<file path="src/rtl/note_player_pkg.sv">
// Shared types, widths and waveform lookup for the note_player tone generator.
// NOTE_PLAYER_TRIANGLE_EN enables the triangle waveform; otherwise code 10 plays as square.
package note_player_pkg;

  localparam int PHASE_W  = 16;
  localparam int SAMPLE_W = 8;

  typedef enum logic [1:0] {
    WAVE_SQUARE = 2'b00,
    WAVE_SAW    = 2'b01,
    WAVE_TRI    = 2'b10,
    WAVE_REST   = 2'b11
  } wave_t;

  typedef enum logic [1:0] {
    S_IDLE = 2'd0,
    S_LOAD = 2'd1,
    S_PLAY = 2'd2
  } state_t;

  typedef struct packed {
    wave_t                wave;
    logic [PHASE_W-1:0]   duration;
    logic [PHASE_W-1:0]   phase_inc;
  } cmd_t;

  localparam int CMD_W = $bits(cmd_t);

  function automatic logic [SAMPLE_W-1:0] wave_sample(input wave_t w,
                                                      input logic [PHASE_W-1:0] p);
    logic [SAMPLE_W-1:0] s;
    s = '0;
    case (w)
      WAVE_SAW:  s = p[15:8] ^ 8'h80;
`ifdef NOTE_PLAYER_TRIANGLE_EN
      WAVE_TRI:  s = (p[15] ? ~p[14:7] : p[14:7]) ^ 8'h80;
`endif
      WAVE_REST: s = '0;
      default:   s = p[15] ? 8'h81 : 8'h7F;
    endcase
    return s;
  endfunction

endpackage

</file>
<file path="src/rtl/note_player_cmd_fifo.sv">
// Command FIFO for note_player: synchronous, power-of-two depth, async active-low reset.
module cmd_fifo
  import note_player_pkg::*;
#(
  parameter int FIFO_DEPTH = 4
) (
  input  logic                          clk,
  input  logic                          reset,
  input  logic                          push,
  input  logic                          pop,
  input  logic [CMD_W-1:0]              din,
  output logic [CMD_W-1:0]              dout,
  output logic                          full,
  output logic                          empty,
  output logic [$clog2(FIFO_DEPTH):0]   count
);

  localparam int AW    = $clog2(FIFO_DEPTH);
  localparam int CNT_W = AW + 1;

  logic [CMD_W-1:0] mem [FIFO_DEPTH];
  logic [AW-1:0]    wr_ptr;
  logic [AW-1:0]    rd_ptr;
  logic             do_push;
  logic             do_pop;

  assign full    = (count == CNT_W'(FIFO_DEPTH));
  assign empty   = (count == '0);
  assign do_push = push && !full;
  assign do_pop  = pop && !empty;
  assign dout    = mem[rd_ptr];

  always_ff @(posedge clk) begin
    if (do_push) mem[wr_ptr] <= din;
  end

  always_ff @(posedge clk or negedge reset) begin
    if (!reset) begin
      wr_ptr <= '0;
      rd_ptr <= '0;
      count  <= '0;
    end else begin
      if (do_push) wr_ptr <= wr_ptr + AW'(1);
      if (do_pop)  rd_ptr <= rd_ptr + AW'(1);
      case ({do_push, do_pop})
        2'b10:   count <= count + CNT_W'(1);
        2'b01:   count <= count - CNT_W'(1);
        default: count <= count;
      endcase
    end
  end

endmodule

</file>
<file path="src/rtl/note_player.sv">
// Command-driven tone generator feeding the delta-sigma DAC (sample/silent).
// Define NOTE_PLAYER_TRIANGLE_EN to enable the triangle waveform.
module note_player
  import note_player_pkg::*;
#(
  parameter int SAMPLE_DIV = 1024,
  parameter int FIFO_DEPTH = 4
) (
  input  logic                       clk,
  input  logic                       reset,
  input  logic                       cmd_valid,
  output logic                       cmd_ready,
  input  logic [PHASE_W-1:0]         cmd_phase_inc,
  input  logic [PHASE_W-1:0]         cmd_duration,
  input  logic [1:0]                 cmd_wave,
  output logic signed [SAMPLE_W-1:0] sample,
  output logic                       silent,
  output logic                       busy
);

  localparam int TW    = $clog2(SAMPLE_DIV);
  localparam int CNT_W = $clog2(FIFO_DEPTH) + 1;
  localparam logic [TW-1:0] TICK_LAST = TW'(SAMPLE_DIV - 1);

  logic [TW-1:0]      tick_cnt;
  logic               tick;
  logic               push;
  logic               pop;
  logic               full;
  logic               empty;
  logic [CNT_W-1:0]   count;
  logic [CMD_W-1:0]   head_raw;
  cmd_t               head;
  logic               more;

  state_t             state;
  logic [PHASE_W-1:0] phase;
  logic [PHASE_W-1:0] phase_next;
  logic [PHASE_W-1:0] inc;
  logic [PHASE_W-1:0] dur;
  wave_t              cur_wave;

  cmd_fifo #(.FIFO_DEPTH(FIFO_DEPTH)) u_fifo (
    .clk   (clk),
    .reset (reset),
    .push  (push),
    .pop   (pop),
    .din   ({cmd_wave, cmd_duration, cmd_phase_inc}),
    .dout  (head_raw),
    .full  (full),
    .empty (empty),
    .count (count)
  );

  assign head       = cmd_t'(head_raw);
  assign cmd_ready  = !full;
  assign push       = cmd_valid && cmd_ready;
  assign pop        = (state == S_LOAD);
  // FIFO occupancy after this cycle's pop, used to chain zero-length notes
  assign more       = (count > CNT_W'(1)) || push;
  assign phase_next = phase + inc;
  assign tick       = (tick_cnt == TICK_LAST);
  assign busy       = (state != S_IDLE) || !empty;

  always_ff @(posedge clk or negedge reset) begin
    if (!reset) tick_cnt <= '0;
    else        tick_cnt <= tick ? '0 : tick_cnt + TW'(1);
  end

  always_ff @(posedge clk or negedge reset) begin
    if (!reset) begin
      state    <= S_IDLE;
      phase    <= '0;
      inc      <= '0;
      dur      <= '0;
      cur_wave <= WAVE_SQUARE;
      sample   <= '0;
      silent   <= 1'b1;
    end else begin
      case (state)
        S_IDLE: begin
          sample <= '0;
          silent <= 1'b1;
          if (!empty) state <= S_LOAD;
        end
        S_LOAD: begin
          phase    <= '0;
          inc      <= head.phase_inc;
          dur      <= head.duration;
          cur_wave <= head.wave;
          if (head.duration == '0) begin
            sample <= '0;
            silent <= 1'b1;
            state  <= more ? S_LOAD : S_IDLE;
          end else begin
            sample <= wave_sample(head.wave, '0);
            silent <= (head.wave == WAVE_REST);
            state  <= S_PLAY;
          end
        end
        S_PLAY: begin
          if (tick) begin
            phase  <= phase_next;
            dur    <= dur - PHASE_W'(1);
            sample <= wave_sample(cur_wave, phase_next);
            silent <= (cur_wave == WAVE_REST);
            if (dur == PHASE_W'(1)) begin
              if (!empty) begin
                state <= S_LOAD;
              end else begin
                state  <= S_IDLE;
                sample <= '0;
                silent <= 1'b1;
              end
            end
          end
        end
        default: state <= S_IDLE;
      endcase
    end
  end

endmodule

</file>
<file path="config.mk">
export PLATFORM = sky130hd
export DESIGN_NAME = note_player
export DESIGN_NICKNAME = d
export VERILOG_FILES = /design/src/rtl/note_player_pkg.sv /design/src/rtl/note_player_cmd_fifo.sv /design/src/rtl/note_player.sv
export SDC_FILE = /design/constraint.sdc
export NUM_CORES = 1
export LEC_CHECK = 0
export ABC_AREA = 1
export CORE_MARGIN = 10
export CORE_UTILIZATION = 30
export DETAILED_ROUTE_END_ITERATION = 8
export PLACE_DENSITY = 0.44
export SLEW_MARGIN = 0
export SYNTH_ARGS = -nofsm -noshare
export SYNTH_HDL_FRONTEND = slang
export SYNTH_SLANG_ARGS = --single-unit
</file>
<file path="constraint.sdc">
create_clock -name clk -period 3.4 [get_ports clk]
set_input_delay 1.02 -clock clk [delete_from_list [all_inputs] [get_ports clk]]
set_output_delay 1.02 -clock clk [all_outputs]
set_load 0.02 [all_outputs]
</file>
-- Word-level counts from Yosys, hierarchy flattened
Memory sizes are Yosys's and may differ from the RTL's.
Cells that the tools add are included.
- register bits after elaboration: 78
- bits in writable memories: 136
- word-level logic and storage cells: 80
- memories: 1
- add/sub/neg operators: 7
- order comparisons: 1
- eq/ne operators: 14
- multiplexer cells: 28
- bitwise logic cells: 1
- reduce and logical (&&, ||, !) cells: 17
- memory list (name ; words ; width ; read ports ; clocked after memory_dff ; wr ports ; line ; RTL):
    u_fifo.mem ; 4 ; 34 ; 1 ; 0 ; 1 ; note_player_cmd_fifo.sv:21 ; logic [CMD_W-1:0] mem [FIFO_DEPTH];
- operators by type and width (cell ; count):
    one-hot mux 16 bit (2 select lines) ; 2
    two-way mux 8 bit ; 5
    two-way mux 16 bit ; 2
    one-hot mux 8 bit (2 select lines) ; 2
    one-hot mux 8 bit (3 select lines) ; 1
    adder 16 bit ; 1
    == test 16 x 1 -> 1 bit (second input constant) ; 1
    logical NOT 16 bit ; 1
    subtractor 16 x 1 -> 16 bit (second input constant) ; 1
    adder 10 x 1 -> 10 bit (second input constant) ; 1
    == test 10 bit (second input constant) ; 1
    two-way mux 10 bit ; 1
    == test 2 x 1 -> 1 bit (second input constant) ; 4
    == test 2 bit (second input constant) ; 4
    two-way mux 1 bit ; 8
    two-way mux 2 bit ; 4
    inequality test 2 bit (second input constant) ; 3
    one-hot mux 2 bit (3 select lines) ; 1
    one-hot mux 3 bit (2 select lines) ; 1
    nonzero test 2 bit ; 3
    adder 2 x 1 -> 2 bit (second input constant) ; 2
    AND reduction 2 bit ; 2
    adder 3 x 1 -> 3 bit (second input constant) ; 1
    == test 3 bit (second input constant) ; 1
    other kinds (11) ; 15

-- Logic depth before layout (Yosys ltp)
Gate-level depths: netlist (run 1).
- depth after elaboration: 7
- mapped depth: 15
- gate-level depth less buffers: 15

-- Hierarchy
A second synthesis (run 1) with hierarchy kept.
- cells, all modules: 1090
- area total of the unflattened synthesis: 10436.3 um^2
- by module, submodules not included (module ; times used ; cells each ; area each (um^2) ; sequential area each (um^2)):
    cmd_fifo ; 1 ; 458 ; 5924.4 ; 4259.1
    note_player ; 1 ; 632 ; 4511.8 ; 1778.0

-- Worst setup path after synthesis (run 1)
Ideal clock, no wire load.
- path type: input-to-reg
- start: input port cmd_valid
- end: memory u_fifo.mem[0][0] (netlist bit), enable pin
- library setup time: 0.425 ns
- data arrival time: 2.644 ns
- data required time: 2.975 ns
- setup slack: 0.331 ns
- stages: 2
- path buffers: 0
- path through: nand2_1 -> nor2_1
- cells in the longest elaborated chain, start to end: 4
- RTL lines (item ; line ; RTL):
    start, declared ; note_player.sv:11 ; input logic cmd_valid,
    logical AND 1 bit ; note_player.sv:57 ; assign push = cmd_valid && cmd_ready;
    logical AND 1 bit ; note_player_cmd_fifo.sv:29 ; assign do_push = push && !full;
    two-way mux 1 bit ; note_player_cmd_fifo.sv:34 ; if (do_push) mem[wr_ptr] <= din;
    two-way mux 1 bit (not written as such) ; note_player_cmd_fifo.sv:34 ;
    end, declared ; note_player_cmd_fifo.sv:21 ;
Every way passes these cells.

-- Worst setup path after layout (run 1)
- start: register u_fifo.count[1]
- end: output port busy
- cells in the longest elaborated chain, start to end: 3
- RTL lines (item ; line ; RTL):
    start, declared ; note_player_cmd_fifo.sv:15 ; output logic [$clog2(FIFO_DEPTH):0] count
    start signal, assigned ; note_player_cmd_fifo.sv:46 ; 2'b10: count <= count + CNT_W'(1);
    start signal, assigned ; note_player_cmd_fifo.sv:47 ; 2'b01: count <= count - CNT_W'(1);
    start signal, assigned ; note_player_cmd_fifo.sv:48 ; default: count <= count;
    logical NOT 3 bit ; note_player_cmd_fifo.sv:28 ; assign empty = (count == '0);
    logical NOT 1 bit ; note_player.sv:63 ; assign busy = (state != S_IDLE) || !empty;
    logical OR 1 bit ; note_player.sv:63 ;
    end, declared ; note_player.sv:18 ; output logic busy
Every way passes these cells.

==> flow_summary.json, run 1 <==
{
  "cap_violations": 0,
  "critical_path.startpoint": "u_fifo.count[1]",
  "critPathCapture": "busy",
  "crit_type": "reg -> out",
  "syn-num-nets": 1118,
  "syn_inst": 1050,
  "pin_count": 48,
  "synth_seq_area_share_pct": 60.0,
  "yosys.area_share.simple_pct": 21.0,
  "maxSlewHeadroom_pct": 45.7,
  "max_stage_delay_ns": 0.41,
  "synthMuxAreaShare_pct": 0,
  "routedWlPerCell_um": 15.4,
  "clock_tree.htree_level_count": 1,
  "die_y_um": 203,
  "min_period_over_period_pct": 85.7,
  "regToRegSetupSlack_ns": 1.09,
  "drive_above_1_share_pct": 6.42,
  "cts.clk_slew.worst_paths_ns": 0.06,
  "dp_cells": 1524,
  "postCtsHoldBufs": 0,
  "netlist_top_cells_area": "edfxtp_1 (41%), dfrtp_1 (19%), nand2_1 (10%), nor2_1 (5.2%), ha_1 (3.7%)",
  "reg2reg_depth": 11,
  "synth_top_area_share_pct": 40.6,
  "r2r-start": "tick_cnt[0]",
  "yosysUniqueCellTypes": 40,
  "grt_pass1_wl_mm": 40.0,
  "antennaDiodeCount": 0,
  "ir_worst_vdd_mv": 0.240,
  "status": "finished clean",
  "fin_util_pct": 35.7,
  "arrival_ns": 1.89,
  "clk-insertion-delay-late_ns": 0.52,
  "cts_tree": "done",
  "grt-ovfl-total": 0,
  "gp_congestion": 0.801,
  "rows": 67,
  "die_area_um2": 41300,
  "path_cells": "inv_1 -> ha_1 -> inv_1 -> nor2_1 -> inv_1 -> nor2_1 -> inv_1 -> dlymetal6s2s_1",
  "hold_class": "reg -> reg",
  "areaGrowthSynthToFinish_pct": 18.2,
  "yosysTopAreaCell": "edfxtp_1",
  "timing.fmax_mhz": 343,
  "cp_common_cell": "inv_1",
  "clock_sinks": 214,
  "core-area_um2": 33300,
  "r2r-end": "dur[4]",
  "p_leak_nw": 5.00,
  "power_mw": 6.59,
  "tightest_slew_ns": 0.814,
  "fin_setup_tns_ns": 0,
  "wirelength_mm": 24.1,
  "grt_pass1_vias": 7362,
  "firstDrtPassIters": 5,
  "nNetsFinal": 1171,
  "synth_xor_area_share_pct": 1.48,
  "viasPerCell": 4.52,
  "drt_iter0_drc": 364,
  "grt_max_degree": 71,
  "io_buffers": 47,
  "antenna_found_initial": 0,
  "syn_area_um2": 10100,
  "slew_violations": 0,
  "place_hpwl_mm": 16.0,
  "start_kind": "flop",
  "ctsRootBufferMaster": "clkbuf_16",
  "slowest_stage": "dfrtp_1",
  "cts_buffer_depth": 3,
  "postSynthAreaPerCell_um2": 9.59,
  "synth_fa_ha_area_share_pct": 3.93,
  "critPathRequiredTime_ns": 2.38,
  "ant_nets": 0,
  "drc": 0,
  "yosys_warnings": 0,
  "initial_core_util_pct": 30.2,
  "synth_top_family_by_area": "simple AND/OR/NAND/NOR gates",
  "setup_viol_count_final": 0,
  "vias": 7099,
  "end_kind": "output port",
  "ys_async_sr_fraction_pct": 36.4,
  "synth-edff-count": 136,
  "rsz0062_at_grt": "false",
  "post-route-min-period_ns": 2.91,
  "grt_use_total_pct": 11.9,
  "finalNonFillerCells": 1569,
  "fin_skew_ns": 0.0221,
  "cts_setup_buffers": 0,
  "die_w_um": 203,
  "hold-path-cell-count": 1,
  "synth_ff_type": "edfxtp_1",
  "path_max_fanout": 4,
  "power.density_nw_per_um2": 554,
  "synth_compound_area_share_pct": 7.87,
  "synth-seq-cells": 214,
  "final-hold-violation-count": 0,
  "cts_made_buffers": 25
}
-- placed cells by master, fill, tap and decap left out, types with 16 or more instances in the layout --
master,n
a21oi_1,23
a31oi_1,16
inv_1,93
dfrtp_1,76
o21ai_0,66
clkbuf_16,25
nor2_1,136
edfxtp_1,136
nand2_1,276
nand3_1,75
ha_1,30
clkdlybuf4s50_1,45
-- Yosys cell counts (2+ instances only) --
cell type  count
a21oi_1       23
a31oi_1       16
a32o_1         8
and2_1         3
buf_1          2
buf_2         14
buf_4          4
buf_6          6
clkbuf_1       8
dfrtp_1       77
edfxtp_1     136
ha_1          30
inv_1         93
inv_2          2
inv_4          2
nand2_1      276
nand2_4        2
nand3_1       75
nand4_1        4
nor2_1       140
nor2_2         4
nor2_4         2
nor3_1         8
nor4_1         2
o211ai_1       2
o21ai_0       66
o21ai_1       10
o22ai_1        6
o31ai_2        2
or2_2          2
xnor2_1        8
xor2_1         9
-- power by group --
group	switching [mW]	internal (mW)
sequential	0.0841	3.16
combinational	0.462	0.225
clock	1.04	1.62
total	1.59	5.00
-- critical path: cells and delay by family (launching register included) --
kind	cells	cell delay, ns
adders and majority gates	1	0.16
buffers and inverters	5	0.53
DFF	1	0.41
and+or+nand+nor	2	0.28
-- worst min-delay path by stage --
| stage | to | slack [ns] | from |
|---|---|---|---|
| after detailed placement | tick_cnt[8] | 0.46 | tick_cnt[8] |
| after global routing | tick_cnt[8] | 0.52 | tick_cnt[8] |
| after floorplan | tick_cnt[8] | 0.45 | tick_cnt[8] |
| final | tick_cnt[8] | 0.47 | tick_cnt[8] |
| after CTS | tick_cnt[8] | 0.48 | tick_cnt[8] |
| after global placement | tick_cnt[8] | 0.46 | tick_cnt[8] |
-- cell families after synthesis --
family / after synthesis
buffers and inverters: 132
AOI/OAI and AO/OA: 138
xor gates and xnor gates: 17
adders and majority gates: 31
DFF: 214
and+or+nand+nor: 518
-- per-layer routing --
layer	GRT usage, %	part of all wire, %	up-vias
li1	-	-	3605
met1	16.3	50	3369
met2	19.1	45	97
met3	2.14	3.9	28
met4	2.80	1.6	0
met5	0	0	-
-- cell type report --
| type | count | area, um2 |
|---|---|---|
| fill | 3430 | 21400 |
| sequential | 214 | 6040 |
| multi-input combinational | 704 | 3480 |
| clock buffer | 32 | 672 |
| timing repair buffer | 60 | 631 |
| tap | 448 | 561 |
| inverter | 98 | 373 |
| clock inverter | 13 | 139 |
-- flip-flops by register name, summed over array words and instances, names as in the netlist, 3 cells and up --
signal        cells
dur              16
tick_cnt         10
sample            8
inc              16
u_fifo.mem      136
phase            16
u_fifo.count      3
-- per-stage QoR --
| stage | setup WS [ns] | hold WS, ns | instance area [um2] |
|---|---|---|---|
| 2_1_floorplan | 0.331 | 0.445 | 10100 |
| 6_report | 0.487 | 0.472 | 11900 |
| 3_3_place_gp | 0.563 | 0.463 | 11100 |
| 3_5_place_dp | 0.594 | 0.465 | 11100 |
| 5_1_grt | 0.288 | 0.518 | 11900 |
| 4_1_cts | 0.0799 | 0.481 | 11900 |
-- repair_timing --
action	in CTS	in global routing
setup endpoints to repair	0	1
resized for setup	0	1
endpoints found under the hold margin	0	0
Power figures use the tool's default switching activity.
==> run 2, diff against run 1 <==
--- a/config.mk
+++ b/config.mk
@@ -6,6 +6,7 @@
 export NUM_CORES = 1
 export LEC_CHECK = 0
 export ABC_AREA = 1
+export ABC_CLOCK_PERIOD_IN_PS = 3400
 export CORE_MARGIN = 10
 export CORE_UTILIZATION = 30
 export DETAILED_ROUTE_END_ITERATION = 8
==> results of run 2 <==
Final layout, timing and power as in run 1 (identical DEF).
